$ cat config.mk
export PLATFORM = sky130hd
export DESIGN_NAME = apb_slave_regs_flat
export DESIGN_NICKNAME = d
export VERILOG_FILES = /design/src/rtl/apb_slave_regs_if.sv /design/src/rtl/apb_slave_regs.sv /design/src/flat_wrapper.sv
export SDC_FILE = /design/constraint.sdc
export NUM_CORES = 1
export LEC_CHECK = 0
export BUFFER_PORTS_ARGS = -buffer_cell sky130_fd_sc_hd__buf_4
export CELL_PAD_IN_SITES_DETAIL_PLACEMENT = 1
export CELL_PAD_IN_SITES_GLOBAL_PLACEMENT = 1
export CORE_AREA = 2 2 445 447
export DETAILED_ROUTE_END_ITERATION = 16
export DIE_AREA = 0 0 447 449
export GPL_TIMING_DRIVEN = 0
export PLACE_DENSITY = 0.47
export SLEW_MARGIN = 30
export SYNTH_ARGS = -nofsm -noshare
export SYNTH_HDL_FRONTEND = slang
export SYNTH_SLANG_ARGS = --single-unit
$ cat constraint.sdc
create_clock -name pclk -period 4 [get_ports pclk]
set_clock_uncertainty 0.05 [all_clocks]
set_input_delay 0.6 -clock pclk [delete_from_list [all_inputs] [get_ports pclk]]
set_output_delay 0.6 -clock pclk [all_outputs]
set_load 0.005 [all_outputs]
$ cat src/rtl/apb_slave_regs_if.sv
// APB3/APB4 bus bundle between a requester and the apb_slave_regs completer.
// The requester drives address, control and write data; the completer answers.
interface apb_slave_regs_if #(
   parameter int ADDR_WIDTH = 32,
   parameter int DATA_WIDTH = 32
);
   logic [ADDR_WIDTH-1:0]   paddr;
   logic                    psel;
   logic                    penable;
   logic                    pwrite;
   logic [DATA_WIDTH-1:0]   pwdata;
   logic [DATA_WIDTH/8-1:0] pstrb;
   logic [DATA_WIDTH-1:0]   prdata;
   logic                    pready;
   logic                    pslverr;

   modport master (
      output paddr, psel, penable, pwrite, pwdata, pstrb,
      input  prdata, pready, pslverr
   );

   modport slave (
      input  paddr, psel, penable, pwrite, pwdata, pstrb,
      output prdata, pready, pslverr
   );
endinterface

$ cat src/rtl/apb_slave_regs.sv
// APB completer exposing NUM_REGS word registers with byte strobes, wait states,
// address/read-only error reporting and a one-cycle write pulse per register.
module apb_slave_regs #(
   parameter int                    ADDR_WIDTH  = 32,
   parameter int                    DATA_WIDTH  = 32,
   parameter int                    NUM_REGS    = 16,
   parameter int                    WAIT_STATES = 0,
   parameter logic [NUM_REGS-1:0]   RO_MASK     = '0,
   parameter logic [DATA_WIDTH-1:0] RESET_VAL   = '0
) (
   input  logic                           pclk,
   input  logic                           presetn,
   apb_slave_regs_if.slave                apb,
   input  logic [NUM_REGS*DATA_WIDTH-1:0] reg_in,
   output logic [NUM_REGS*DATA_WIDTH-1:0] reg_out,
   output logic [NUM_REGS-1:0]            wr_pulse
);
   localparam int BYTES    = DATA_WIDTH / 8;
   localparam int ADDR_LSB = $clog2(BYTES);
   localparam int IDX_W    = (NUM_REGS > 1) ? $clog2(NUM_REGS) : 1;
   localparam logic [ADDR_WIDTH-1:0] LOW_MASK   = ADDR_WIDTH'(BYTES - 1);
   localparam logic [ADDR_WIDTH-1:0] NUM_REGS_A = ADDR_WIDTH'(NUM_REGS);

   typedef enum logic {IDLE, ACCESS} state_t;

   state_t                state;
   logic [3:0]            wait_cnt;
   logic [ADDR_WIDTH-1:0] word_addr;
   logic [IDX_W-1:0]      idx;
   logic                  err_addr;
   logic                  err_ro;
   logic                  acc_done;
   logic                  no_setup;
   logic                  commit;
   logic [NUM_REGS-1:0]   wr_sel;
   logic [DATA_WIDTH-1:0] reg_words [NUM_REGS];
   logic                  unused_reg_in;

   assign word_addr = apb.paddr >> ADDR_LSB;
   assign idx       = word_addr[IDX_W-1:0];
   assign err_addr  = (word_addr >= NUM_REGS_A) || (|(apb.paddr & LOW_MASK));
   assign err_ro    = apb.pwrite && !err_addr && RO_MASK[idx];

   // A normal completion, or a bare access phase seen in IDLE (missing setup).
   assign acc_done = (state == ACCESS) && apb.psel && apb.penable && (wait_cnt == 4'd0);
   assign no_setup = (state == IDLE) && apb.psel && apb.penable;
   assign commit   = acc_done && apb.pwrite && !err_addr && !err_ro;

   assign apb.pready  = presetn && (acc_done || no_setup);
   assign apb.pslverr = apb.pready && (no_setup || err_addr || err_ro);
   assign apb.prdata  = (presetn && acc_done && !apb.pwrite && !err_addr) ? reg_words[idx] : '0;

   always_comb begin
      wr_sel = '0;
      if (commit) wr_sel[idx] = 1'b1;
   end

   always_ff @(posedge pclk or negedge presetn) begin
      if (!presetn) begin
         state    <= IDLE;
         wait_cnt <= 4'd0;
         wr_pulse <= '0;
      end else begin
         wr_pulse <= wr_sel;
         case (state)
            IDLE: begin
               if (apb.psel && !apb.penable) begin
                  state    <= ACCESS;
                  wait_cnt <= 4'(WAIT_STATES);
               end
            end
            ACCESS: begin
               // Dropping psel before completion abandons the transfer.
               if (!apb.psel) begin
                  state <= IDLE;
               end else if (!apb.penable) begin
                  wait_cnt <= 4'(WAIT_STATES);
               end else if (wait_cnt == 4'd0) begin
                  state <= IDLE;
               end else begin
                  wait_cnt <= wait_cnt - 4'd1;
               end
            end
            default: state <= IDLE;
         endcase
      end
   end

   for (genvar i = 0; i < NUM_REGS; i++) begin : g_reg
      if (RO_MASK[i]) begin : g_ro
         assign reg_words[i] = reg_in[i*DATA_WIDTH +: DATA_WIDTH];
      end else begin : g_rw
         logic [DATA_WIDTH-1:0] value;
         always_ff @(posedge pclk or negedge presetn) begin
            if (!presetn) begin
               value <= RESET_VAL;
            end else if (wr_sel[i]) begin
               for (int b = 0; b < BYTES; b++) begin
                  if (apb.pstrb[b]) value[b*8 +: 8] <= apb.pwdata[b*8 +: 8];
               end
            end
         end
         assign reg_words[i] = value;
      end
      assign reg_out[i*DATA_WIDTH +: DATA_WIDTH] = reg_words[i];
   end

   // Slices of writable slots are intentionally ignored.
   assign unused_reg_in = ^reg_in;
endmodule

$ cat src/flat_wrapper.sv
// flat-port wrapper written by rule: the top's interface ports become plain ports
module apb_slave_regs_flat 
#(
   parameter int                    ADDR_WIDTH  = 32,
   parameter int                    DATA_WIDTH  = 32,
   parameter int                    NUM_REGS    = 16,
   parameter int                    WAIT_STATES = 0,
   parameter logic [NUM_REGS-1:0]   RO_MASK     = '0,
   parameter logic [DATA_WIDTH-1:0] RESET_VAL   = '0
)
  (pclk, presetn, reg_in, reg_out, wr_pulse, apb_paddr, apb_psel, apb_penable, apb_pwrite, apb_pwdata, apb_pstrb, apb_prdata, apb_pready, apb_pslverr);
  apb_slave_regs_if #(.ADDR_WIDTH(ADDR_WIDTH), .DATA_WIDTH(DATA_WIDTH)) apb_i ();
  input  logic pclk;
  input  logic presetn;
  input  logic [NUM_REGS*DATA_WIDTH-1:0] reg_in;
  output logic [NUM_REGS*DATA_WIDTH-1:0] reg_out;
  output logic [NUM_REGS-1:0] wr_pulse;
  input wire logic [$bits(apb_i.paddr)-1:0] apb_paddr;
  input wire logic [$bits(apb_i.psel)-1:0] apb_psel;
  input wire logic [$bits(apb_i.penable)-1:0] apb_penable;
  input wire logic [$bits(apb_i.pwrite)-1:0] apb_pwrite;
  input wire logic [$bits(apb_i.pwdata)-1:0] apb_pwdata;
  input wire logic [$bits(apb_i.pstrb)-1:0] apb_pstrb;
  output wire logic [$bits(apb_i.prdata)-1:0] apb_prdata;
  output wire logic [$bits(apb_i.pready)-1:0] apb_pready;
  output wire logic [$bits(apb_i.pslverr)-1:0] apb_pslverr;
  assign apb_i.paddr = apb_paddr;
  assign apb_i.psel = apb_psel;
  assign apb_i.penable = apb_penable;
  assign apb_i.pwrite = apb_pwrite;
  assign apb_i.pwdata = apb_pwdata;
  assign apb_i.pstrb = apb_pstrb;
  assign apb_prdata = apb_i.prdata;
  assign apb_pready = apb_i.pready;
  assign apb_pslverr = apb_i.pslverr;
  apb_slave_regs #(.ADDR_WIDTH(ADDR_WIDTH), .DATA_WIDTH(DATA_WIDTH), .NUM_REGS(NUM_REGS), .WAIT_STATES(WAIT_STATES), .RO_MASK(RO_MASK), .RESET_VAL(RESET_VAL)) u_core (.pclk(pclk), .presetn(presetn), .apb(apb_i), .reg_in(reg_in), .reg_out(reg_out), .wr_pulse(wr_pulse));
endmodule
# After elaboration in Yosys (flattened, before gate mapping)
# Memories as Yosys holds them, arrays and structs flattened.
# Index checks and enable logic that the tools add are counted.
dict set report classes {
  n_addsub 1
  order_cmp 4
  n_eq_ne 3
  muxes 18
  bitwise_logic 2
  n_reduce_logical 92
}
# op n
set ops {}
lappend ops {{binary-select mux 32 bit (select 4 bit)} 1}
lappend ops {{AND reduction 2 bit} 64}
lappend ops {{two-way mux 32 bit} 3}
lappend ops {{>= comparator 30 x 5 -> 1 bit (second input constant)} 1}
lappend ops {{logical AND 1 bit} 17}
lappend ops {{two-way mux 16 bit} 1}
lappend ops {{two-way mux 4 bit} 4}
lappend ops {{one-hot mux 4 bit (2 select lines)} 1}
lappend ops {{two-way mux 1 bit} 6}
lappend ops {{>= comparator 5 bit (second input constant)} 1}
lappend ops {{less-than comparator 4 x 5 -> 1 bit (second input constant)} 1}
lappend ops {{inverter 4 -> 5 bit} 1}
lappend ops {{demux 1 bit (select 4 bit)} 1}
lappend ops {{>= comparator 4 x 1 -> 1 bit (second input constant)} 1}
lappend ops {{zero test 1 bit} 4}
lappend ops {{zero test 4 bit} 1}
lappend ops {{logical OR 1 bit} 4}
lappend ops {{!= test 2 bit (second input constant)} 2}
lappend ops {{subtractor 4 x 1 -> 4 bit (second input constant)} 1}
lappend ops {{!= test 3 bit (second input constant)} 1}
lappend ops {{AND reduction 3 bit} 1}
lappend ops {{one-hot mux 1 bit (2 select lines)} 1}
lappend ops {{OR reduction 2 bit} 1}
lappend ops {{inverter 1 bit} 1}
dict set report totals {
  regBits 533
  romBits 16
  in_bits 585
  output_inout_bits 562
  wordCells 188
  memories 1
}
# memory depth word_bits read_ports rd_clocked_by_memory_dff wr line
set memory_table {}
lappend memory_table {{(name not given)} 16 1 1 0 0 apb_slave_regs.sv:42} ;# assign err_ro = apb.pwrite && !err_addr && RO_MASK[idx];

# Longest topological paths before layout
# Gate-level depths: netlist of run 1.
dict set report depth {
  word_depth 9
  depth_mapped 8
  depth_no_buf 6
}

# Least setup slack after synthesis of run 1
# Ideal clock, no wire load.
dict set report synth_path {
  path_type {input to output}
  start {input port apb_paddr[2]}
  end {output port apb_prdata[11]}
  t_arrival_ns 2.067
  required_ns 3.350
  path_slack_ns 1.283
  stages 6
  path_buffers 3
  cell_sequence {buf_2 -> buf_2 -> buf_2 -> mux4_2 -> a22oi_1 -> a21oi_1}
}
dict set report synth_between {
  elab_chain_len 5
  word_cells_on_any_way 9
  classes_between {1 x order compare; 4 x mux; 1 x bitwise; 3 x reduce/logical}
}
# item line
set synth_rtl {}
lappend synth_rtl {{start, declared} flat_wrapper.sv:18} ;# input wire logic [$bits(apb_i.paddr)-1:0] apb_paddr;
lappend synth_rtl {{>= comparator 30 x 5 -> 1 bit or inverter 4 -> 5 bit (tied branches)} {apb_slave_regs.sv:41, apb_slave_regs.sv:51}}
lappend synth_rtl {{logical OR 1 bit or binary-select mux 32 bit (select 4 bit) (tied branches)} {apb_slave_regs.sv:41, apb_slave_regs.sv:51}}
lappend synth_rtl {{zero test 1 bit or two-way mux 32 bit (tied branches)} apb_slave_regs.sv:51} ;# assign apb.prdata = (presetn && acc_done && !apb.pwrite && !err_addr) ? reg_words[idx] : '0;
lappend synth_rtl {{logical AND 1 bit or two-way mux 32 bit (tied branches)} apb_slave_regs.sv:51}
lappend synth_rtl {{two-way mux 32 bit (*)} apb_slave_regs.sv:51}
lappend synth_rtl {{end, declared} flat_wrapper.sv:24} ;# output wire logic [$bits(apb_i.prdata)-1:0] apb_prdata;
# Mark *: on every way between the ends. The rest lies on a longest branch, timed or not. The select of a mux whose other input is x is not followed.

# Worst setup path in the final report of run 1
dict set report layout_path {
  start {register u_core.wait_cnt[0]}
  end {output port apb_prdata[25]}
}
dict set report layout_between {
  elab_chain_len 6
}
# item line
set layout_rtl {}
lappend layout_rtl {{start, declared} apb_slave_regs.sv:27} ;# logic [3:0] wait_cnt;
lappend layout_rtl {{start signal, assigned} apb_slave_regs.sv:69} ;# wait_cnt <= 4'(WAIT_STATES);
lappend layout_rtl {{start signal, assigned} apb_slave_regs.sv:77} ;# wait_cnt <= 4'(WAIT_STATES);
lappend layout_rtl {{start signal, assigned} apb_slave_regs.sv:81} ;# wait_cnt <= wait_cnt - 4'd1;
lappend layout_rtl {{zero test 4 bit} apb_slave_regs.sv:45} ;# assign acc_done = (state == ACCESS) && apb.psel && apb.penable && (wait_cnt == 4'd0);
lappend layout_rtl {{logical AND 1 bit} apb_slave_regs.sv:45}
lappend layout_rtl {{logical AND 1 bit (3 in series)} apb_slave_regs.sv:51}
lappend layout_rtl {{two-way mux 32 bit} apb_slave_regs.sv:51}
# Every way passes these cells.

==> results.ini, run 1 <==
[status]
status = completed

[critical_path]
crit_type = register to primary output
crit_path_max_incr_delay_ps = 500
startpoint_type = register
cp_slowest_cell = or4_1
arrival_ps = 3200
crit_chain = inv_1 -> ha_1 -> and2_1 -> nand3_1 -> or4_1 -> clkbuf_4 -> clkbuf_8 -> a21oi_4 -> buf_4
crit_required_ps = 3350
critPathMaxFanout = 10
crit_path_end_kind = primary output

[timing]
fin_setup_tns_ps = 0
period_share = 0.962
setup_viol = 0
hold_viol_final = 0
slew_headroom = 0.315
fin_hold_ws_ps = 114
rsz0062_at_grt = yes
min_period_ps = 3850
maxSlewViolCount = 0
fmax_mhz = 260
tightest_slew_ps = 1020

[finish]
drive_gt1_frac = 0.665
area_growth_pct = 45.4
design_area_um2 = 37900
stdcell_count = 5117
nets = 3004

[synth]
syn_avg_cell_area_um2 = 16.3
ys.flop_type = dfrtp_1
synth_cells = 1602
async_flop_share = 1.00
synthDistinctLibCells = 34
syn_area_um2 = 26000
synth_edf_count = 0
synth_top_area_cell = dfrtp_1
synthTopCellsByCount = 533 x dfrtp_1, 338 x mux2_2, 176 x mux2_4, 128 x mux4_2, 76 x clkbuf_1
ys_seq_elements = 533
synth_nets = 2188
ys_seq_area_frac = 0.512
synth_most_common_cell = dfrtp_1
synth_top_cell_area_share = 0.512
synth_area_leaders = dfrtp_1 51%, mux2_2 15%, mux4_2 11%, mux2_4 10%, nor4_4 5.2%
yosys_warnings = 0

[routing]
vias_per_cell = 3.70
firstDrtPassIters = 4
drt.antenna.violating_nets = 0
route.detailed.drc = 0
routed_wl_mm = 157
drt_first_iter_violations = 1026
dr_total_vias = 18900
wl_per_cell_um = 30.7

[pwr]
total_power_mw = 13.0
p_leak_nw = 18.1
vdd.ir_drop.worst_mv = 0.249
power.density_nw_per_um2 = 343

[floorplanning]
design.core.area_um2 = 196000
start_util = 0.133
design.die.area_um2 = 201000
io_pins = 1147
die_h_um = 449
num_rows = 163
fp.dieW_um = 447

[global_routing]
grt_pass1_vias = 20400
grt_use_total = 0.155
grt_pass1_wl_mm = 207
antenna_found_initial = 15
grt_overflow_total = 0
grt_start_max_net_pins = 79

[clock_network]
cts_setup_buffers = 0
clockBufferDepth = 3
htreeDepth = 3
clock_sinks = 533
cts_tree = yes
clk_pin_slew_worst_paths_ps = 70
cts_inserted_buffers = 75
insertion_delay_ps = 700
cts_root_buffer = clkbuf_16

[job]
maxCapViolCount = 0

[min_path]
hp-class = input port to register

[placement]
port_buffers = 627
gp_congestion = 0.801
dp.final_hpwl_mm = 125
dp_cells = 4976
place_area_um2 = 35200

[flip-flops by register name (all words and copies together) (netlist names)]
signal / flops
u_core.g.g_rw.value: 512
u_core.wr_pulse: 16
u_core.wait_cnt: 4
u_core.state: 1
[metrics by stage]
| step | utilization | setup WS, ps |
|---|---|---|
| final | 0.193 | 154 |
| after global routing | 0.193 | -2.40 |
| after CTS | 0.193 | 2.81 |
| after detailed placement | 0.180 | -766 |
| after global placement | 0.174 | -6120 |
| after floorplan | - | 1280 |
[cell usage in the layout (no fill, tap or decap), drive strengths merged, types with 3 or more instances in the layout]
cell type and instances:
a21oi 33, a22oi 64, and2 4, buf 784, bufinv 3, clkbuf 187
clkinv 15, clkinvlp 4, dfrtp 533, inv 9, mux2 514, mux4 128
nand2 7, nand2b 4, nand3 66, nand4 7, nor2 14, nor2b 5
nor3 9, nor4 71
[critical path: cells and delay by family (launching register included)]
kind,cells,cell delay (ps)
AO/OA/AOI/OAI,1,300
adder cells (fa/ha/maj),1,150
buffers and inverters,4,780
flip-flops,1,410
AND/OR/NAND/NOR,3,800
[power by group]
part	internal, mW	switching (mW)	leakage, nW
registers	5.40	0.0117	7.45
clock network	3.95	2.87	1.18
logic	0.201	0.554	9.46
total	9.56	3.43	18.1
[cell families (layout without fill, tap and decap cells)]
kind of cell,count (synthesis),count (layout),synth area share
AOI/OAI and AO/OA,104,104,0.0266
buffers and inverters,131,1004,0.0243
muxes,642,642,0.358
adders and majority gates,1,1,0.000480
and+or+nand+nor,191,191,0.0781
other,0,2,0
DFF,533,533,0.512
[timing repair]
action                     in CTS  in global routing
setup endpoints to repair      32                  4
resized for setup              32                  2
hold endpoints to repair       64                  0
hold buffers                    5                  0
gates cloned                    0                  0
[cell type report]
type	instances	area, um2
Fill cell	22100	158000
Antenna cell	2	5.00
Multi-Input combinational cell	938	12100
Clock inverter	25	282
Buffer	125	698
Inverter	6	22.5
Clock buffer	109	2160
Tap cell	2640	3300
Timing Repair Buffer	739	5950
Sequential cell	533	13300
[per-layer routing]
layer	GRT usage	vias up	share of wire
met5	0	-	0
met4	0.0401	0	0.024
met3	0.0545	147	0.082
met2	0.259	600	0.48
met1	0.186	10400	0.41
li1	-	7806	-
[final timing paths]
check,from,end,slack (ps),cells after the start
max,u_core.wait_cnt[0]$_DFFE_PN0P_,apb_prdata[25],150,9
min,apb_psel,u_core.wait_cnt[3]$_DFFE_PN0P_,110,2
max reg2reg,u_core.wait_cnt[0]$_DFFE_PN0P_,u_core.g_reg[3].g_rw.value[18]$_DFFE_PN0P_,710,10
min reg2reg,u_core.g_reg[9].g_rw.value[23]$_DFFE_PN0P_,u_core.g_reg[9].g_rw.value[23]$_DFFE_PN0P_,480,1
max in group asynchronous,presetn,u_core.g_reg[15].g_rw.value[20]$_DFFE_PN0P_,2190,5
min in group asynchronous,presetn,u_core.g_reg[12].g_rw.value[7]$_DFFE_PN0P_,480,3
Note: power is estimated with default switching activity, not from simulation.
==> inputs of run 2 (changes only) <==
--- a/config.mk
+++ b/config.mk
@@ -13,6 +13,7 @@
 export DIE_AREA = 0 0 447 449
 export GPL_TIMING_DRIVEN = 0
 export PLACE_DENSITY = 0.47
+export RECOVER_POWER = 25
 export SLEW_MARGIN = 30
 export SYNTH_ARGS = -nofsm -noshare
 export SYNTH_HDL_FRONTEND = slang
==> results.ini, run 2 (synthesized netlist as in run 1, its figures left out) <==
[finish]
drive_gt1_frac = 0.664
nets = 3004
largest_reg_flops = 512
final_common_cell = buf_4
top_register = u_core.g.g_rw.value
fill_cells = 22100
mostFrequentLayoutCells = 708 x buf_4, 533 x dfrtp_1, 338 x mux2_2
area_growth_pct = 45.0
reg.largest.list = u_core.g.g_rw.value: 512 flops, u_core.wr_pulse: 16 flops, u_core.wait_cnt: 4 flops
final_util = 0.192

[timing]
fmax_mhz = 259
min_period_ps = 3850
slew_headroom = -0.346
hold_viol_final = 0
period_share = 0.964
maxSlewViolCount = 263
rsz0062_at_grt = yes
tightest_slew_ps = 2020
setup_viol = 0

[floorplanning]
design.die.area_um2 = 201000
design.core.area_um2 = 196000
fp.dieW_um = 447
die_h_um = 449
start_util = 0.133
num_rows = 163
io_pins = 1147

[routing]
routed_wl_mm = 157
wl_per_cell_um = 30.7
dr_total_vias = 18900
drt_first_iter_violations = 1019
drt.antenna.violating_nets = 0
route.detailed.drc = 0
vias_per_cell = 3.70
firstDrtPassIters = 4

[critical_path]
reg2regPathDepth = 10
startpoint_type = register
rr_startpoint = u_core.wait_cnt[0]$_DFFE_PN0P_
arrival_ps = 3200
r2r_slack_ps = 710
cp_top_family = buffers and inverters
crit_chain = inv_1 -> ha_1 -> and2_1 -> nand3_1 -> or4_1 -> clkbuf_4 -> clkbuf_8 -> a21oi_2 -> buf_4
crit_required_ps = 3350
crit_path_max_incr_delay_ps = 500
cp_slowest_cell = or4_1
cp.buffers_inverters = 4
r2r-end = u_core.g_reg[3].g_rw.value[18]$_DFFE_PN0P_
crit_path_end_kind = primary output
critPathMaxFanout = 10
crit_type = register to primary output

[clock_network]
cts_inserted_buffers = 75
cts_root_buffer = clkbuf_16
insertion_delay_ps = 710
htreeDepth = 3
cts_setup_buffers = 0
cts_tree = yes
clk_pin_slew_worst_paths_ps = 70
clockBufferDepth = 3
clock_sinks = 533

[status]
violations = max-capacitance violations, max-slew violations
status = finished with violations

[pwr]
p_sw_mw = 3.43
swShare = 0.264
p_int_mw = 9.55
sequentialPowerShare = 0.417
pwr-share-comb = 0.057
p_leak_nw = 18.0
pwr-share-clk = 0.526
total_power_mw = 13.0
vdd.ir_drop.worst_mv = 0.249
power.density_nw_per_um2 = 344

[global_routing]
grt_start_max_net_pins = 79
grt_pass1_wl_mm = 207
grt_use_total = 0.155
antenna_found_initial = 16
grt_overflow_total = 0
grt_pass1_vias = 20400

[min_path]
min_to = u_core.wait_cnt[3]$_DFFE_PN0P_
worstHoldStart = apb_psel
hold_path_depth = 2
hp-class = input port to register

[placement]
port_buffers = 627
dp.final_hpwl_mm = 125
gp_congestion = 0.801

[job]
maxCapViolCount = 4

run 2: changes by cell type in the layout (fill, tap and decap cells not counted), sizes merged:
cell,before,now
buf,784,778
clkbuf,187,192
clkdlybuf4s25,0,1
diode,2,1
run 2: worst max path at each step:
stage,from,endpoint,depth (start not counted)
final,u_core.wait_cnt[0]$_DFFE_PN0P_,apb_prdata[29],9
after floorplan,apb_paddr[2],apb_prdata[11],6
after detailed placement,apb_paddr[17],apb_prdata[25],8
after global placement,presetn,apb_prdata[25],7
after CTS,apb_paddr[2],apb_prdata[25],7
after global routing,u_core.wait_cnt[0]$_DFFE_PN0P_,apb_prdata[28],9
run 2: area by class of cell:
class                   instances  area [um2]  share of cell area
inverters                       6        22.5            0.000597
multi-input cells             938       12100               0.321
plain buffers                 125         698              0.0185
clock buffers                 109        2160              0.0571
repair buffers                739        5830               0.154
well taps                    2640        3300              0.0875
flip-flops and latches        533       13300               0.353
diodes                          1        2.50           0.0000663
clock inverters                25         282             0.00746
run 2: layer usage:
metal  vias up  GRT usage  share of wire  routed length, um
met2       601      0.259           0.48              76100
met5         -          0              0                  0
met1     10400      0.186           0.41              64500
met3       147     0.0545          0.081              12700
li1       7803          -              -                  -
met4         0     0.0401          0.024               3830
run 2: repair_timing:
item / in CTS / in global routing
hold endpoints to repair: 64 / 0
resized for setup: 32 / 2
endpoints found under the setup margin: 32 / 4
pin swaps: 0 / 0
hold buffers: 5 / 0
run 2: power by group through the flow:
stage,combinational [mW],sequential (mW),clock [mW]
after CTS,0.786,5.41,7.08
after floorplan,0.271,5.51,0
after global placement,0.722,5.51,0
after detailed placement,0.767,5.51,0
after global routing,0.804,5.41,7.24
final,0.739,5.42,6.82
run 2: worst register-to-register path, cell delays in order, from the launching register on:
cell,delay [ps]
dfrtp_1,410
inv_1,70
ha_1,150
and2_1,210
nand4_1,230
buf_4,280
buf_4,250
nor4_4,730
buf_6,240
buf_4,210
mux2_4,320
run 2: metrics by stage:
| step | std cells | hold slack (ps) | setup slack (ps) | TNS (ps) | cell area, um2 |
|---|---|---|---|---|---|
| after floorplan | 1602 | 254 | 1280 | 0 | 26000 |
| after CTS | 5115 | 20.5 | 2.81 | 0 | 37900 |
| after detailed placement | 4976 | 474 | -766 | -9040 | 35200 |
| after global routing | 5115 | 66.8 | -2.40 | -2.40 | 37800 |
| after global placement | 4869 | 465 | -6120 | -2556070 | 34100 |
| final | 5116 | 109 | 145 | 0 | 37800 |
==> inputs of run 3 (changes only) <==
--- a/config.mk
+++ b/config.mk
@@ -6,13 +6,14 @@
 export NUM_CORES = 1
 export LEC_CHECK = 0
 export BUFFER_PORTS_ARGS = -buffer_cell sky130_fd_sc_hd__buf_4
+export CAP_MARGIN = 20
 export CELL_PAD_IN_SITES_DETAIL_PLACEMENT = 1
 export CELL_PAD_IN_SITES_GLOBAL_PLACEMENT = 1
-export CORE_AREA = 2 2 445 447
+export CORE_AREA = 2 2 449 451
 export DETAILED_ROUTE_END_ITERATION = 16
-export DIE_AREA = 0 0 447 449
+export DIE_AREA = 0 0 451 453
 export GPL_TIMING_DRIVEN = 0
-export PLACE_DENSITY = 0.47
+export PLACE_DENSITY = 0.46
 export RECOVER_POWER = 25
 export SLEW_MARGIN = 30
 export SYNTH_ARGS = -nofsm -noshare
==> results.ini, run 3 (synthesized netlist as in run 1, its figures left out) <==
[clock_network]
htreeDepth = 3
insertion_delay_ps = 700
cts_tree = yes
cts_root_buffer = clkbuf_16
cts_setup_buffers = 0
clock_sinks = 533
clk_pin_slew_worst_paths_ps = 60
clockBufferDepth = 3
cts_inserted_buffers = 73

[routing]
dr_total_vias = 18800
drt_first_iter_violations = 904
routed_wl_mm = 156
drt.antenna.violating_nets = 0
vias_per_cell = 3.65
firstDrtPassIters = 5
route.detailed.drc = 0
wl_per_cell_um = 30.4

[critical_path]
cp_common_cell = clkbuf_2
startpoint_type = input port
critPathMaxFanout = 11
cp.buffers_inverters = 4
crit_path_end_kind = primary output
crit_required_ps = 3350
crit_path_max_incr_delay_ps = 590
rr_startpoint = u_core.wait_cnt[0]$_DFFE_PN0P_
r2r_slack_ps = 710
cp_slowest_cell = clkbuf_2
crit_type = input port to primary output
crit_chain = buf_2 -> nor2b_1 -> clkbuf_2 -> clkbuf_2 -> a22oi_1 -> a21oi_4 -> buf_4
cp_top_family = buffers and inverters
r2r-end = u_core.g_reg[12].g_rw.value[31]$_DFFE_PN0P_
reg2regPathDepth = 10
arrival_ps = 3170

[placement]
dp.final_hpwl_mm = 126
dp_slack_ps = -721
port_buffers = 627
dp_cells = 4985
gp_congestion = 0.763

[timing]
hold_viol_final = 0
tightest_slew_ps = 2510
setup_viol = 0
slew_headroom = -0.672
period_share = 0.954
min_period_ps = 3820
fin_ws_ps = 183
maxSlewViolCount = 243
rsz0062_at_grt = no
fmax_mhz = 262

[floorplanning]
num_rows = 164
die_h_um = 453
design.die.area_um2 = 204000
fp.dieW_um = 451
design.core.area_um2 = 199000
start_util = 0.131
io_pins = 1147

[pwr]
pwr-share-comb = 0.054
pwr-share-clk = 0.541
swShare = 0.258
p_sw_mw = 3.45
p_leak_nw = 18.1
power.density_nw_per_um2 = 353
p_int_mw = 9.92
sequentialPowerShare = 0.405
vdd.ir_drop.worst_mv = 0.302

[finish]
largest_reg_flops = 512
stdcell_count = 5138
top_register = u_core.g.g_rw.value
mostFrequentLayoutCells = 701 x buf_4, 533 x dfrtp_1, 338 x mux2_2
nets = 2997
final_common_cell = buf_4
reg.largest.list = u_core.g.g_rw.value: 512 flops, u_core.wr_pulse: 16 flops, u_core.wait_cnt: 4 flops
drive_gt1_frac = 0.663
area_growth_pct = 45.3

[global_routing]
antenna_found_initial = 17
grt_pass1_vias = 20300
grt_start_max_net_pins = 77
grt_pass1_wl_mm = 205
grt_overflow_total = 0
grt_use_total = 0.150

[min_path]
min_to = u_core.wait_cnt[2]$_DFFE_PN0P_
hp-class = input port to register
hold_path_depth = 3
worstHoldStart = apb_penable

[status]
status = finished with violations
violations = max-capacitance violations, max-slew violations

[job]
maxCapViolCount = 4

[run 3: metrics by stage]
| step | hold slack (ps) | utilization | TNS (ps) | total power, mW | area, um2 |
|---|---|---|---|---|---|
| after global routing | 101 | 0.190 | 0 | 13.8 | 37800 |
| final | 153 | 0.190 | 0 | 13.4 | 37800 |
| after CTS | 58.7 | 0.191 | 0 | 13.7 | 38000 |
| after floorplan | 254 | - | 0 | 5.78 | 26000 |
| after detailed placement | 426 | 0.177 | -10770 | 6.27 | 35200 |
| after global placement | 464 | 0.171 | -2559940 | 6.23 | 34100 |
[run 3: worst max-delay path by stage]
stage                              startpoint                                         end  slack [ps]  cells after the start
5_1_grt                               presetn  u_core.g_reg[5].g_rw.value[28]$_DFFE_PN0P_           5                      6
3_5_place_dp                     apb_paddr[6]                              apb_prdata[23]        -720                      8
2_1_floorplan                    apb_paddr[2]                              apb_prdata[11]        1280                      6
4_1_cts        u_core.wait_cnt[0]$_DFFE_PN0P_                               apb_prdata[1]         0.5                      9
3_3_place_gp                          presetn                              apb_prdata[23]       -5680                      7
6_report                         apb_paddr[5]                              apb_prdata[23]         180                      7
[run 3: repair_timing]
action                                 CTS  global route
setup endpoints to repair               32            12
hold buffers                             6             0
endpoints found under the hold margin   75             0
gates resized for setup                 33             6
[run 3: worst min-delay path, delay by kind of cell]
family / cells / cell delay, ps
AO/OA/AOI/OAI: 1 / 100
buffers and inverters: 2 / 150
[run 3: power by group through the flow]
stage                     registers, mW  clock network, mW  logic, mW
after floorplan                    5.51                  0      0.271
after global placement             5.51                  0      0.714
after detailed placement           5.51                  0      0.756
after CTS                          5.41               7.47      0.774
after global routing               5.41               7.65      0.788
final                              5.41               7.23      0.724
[run 3: cell type report]
cell class / instances / area (um2)
Antenna cell: 12 / 30.0
Buffer: 125 / 686
Clock buffer: 102 / 2050
Clock inverter: 32 / 547
Fill cell: 22300 / 161000
Inverter: 6 / 22.5
Multi-Input combinational cell: 938 / 12100
Sequential cell: 533 / 13300
Tap cell: 2656 / 3320
Timing Repair Buffer: 734 / 5720
[run 3: per-layer routing]
layer	track usage	wire (um)
met1	0.180	63700
met2	0.247	74400
met3	0.0575	13100
met4	0.0431	4810
met5	0	0
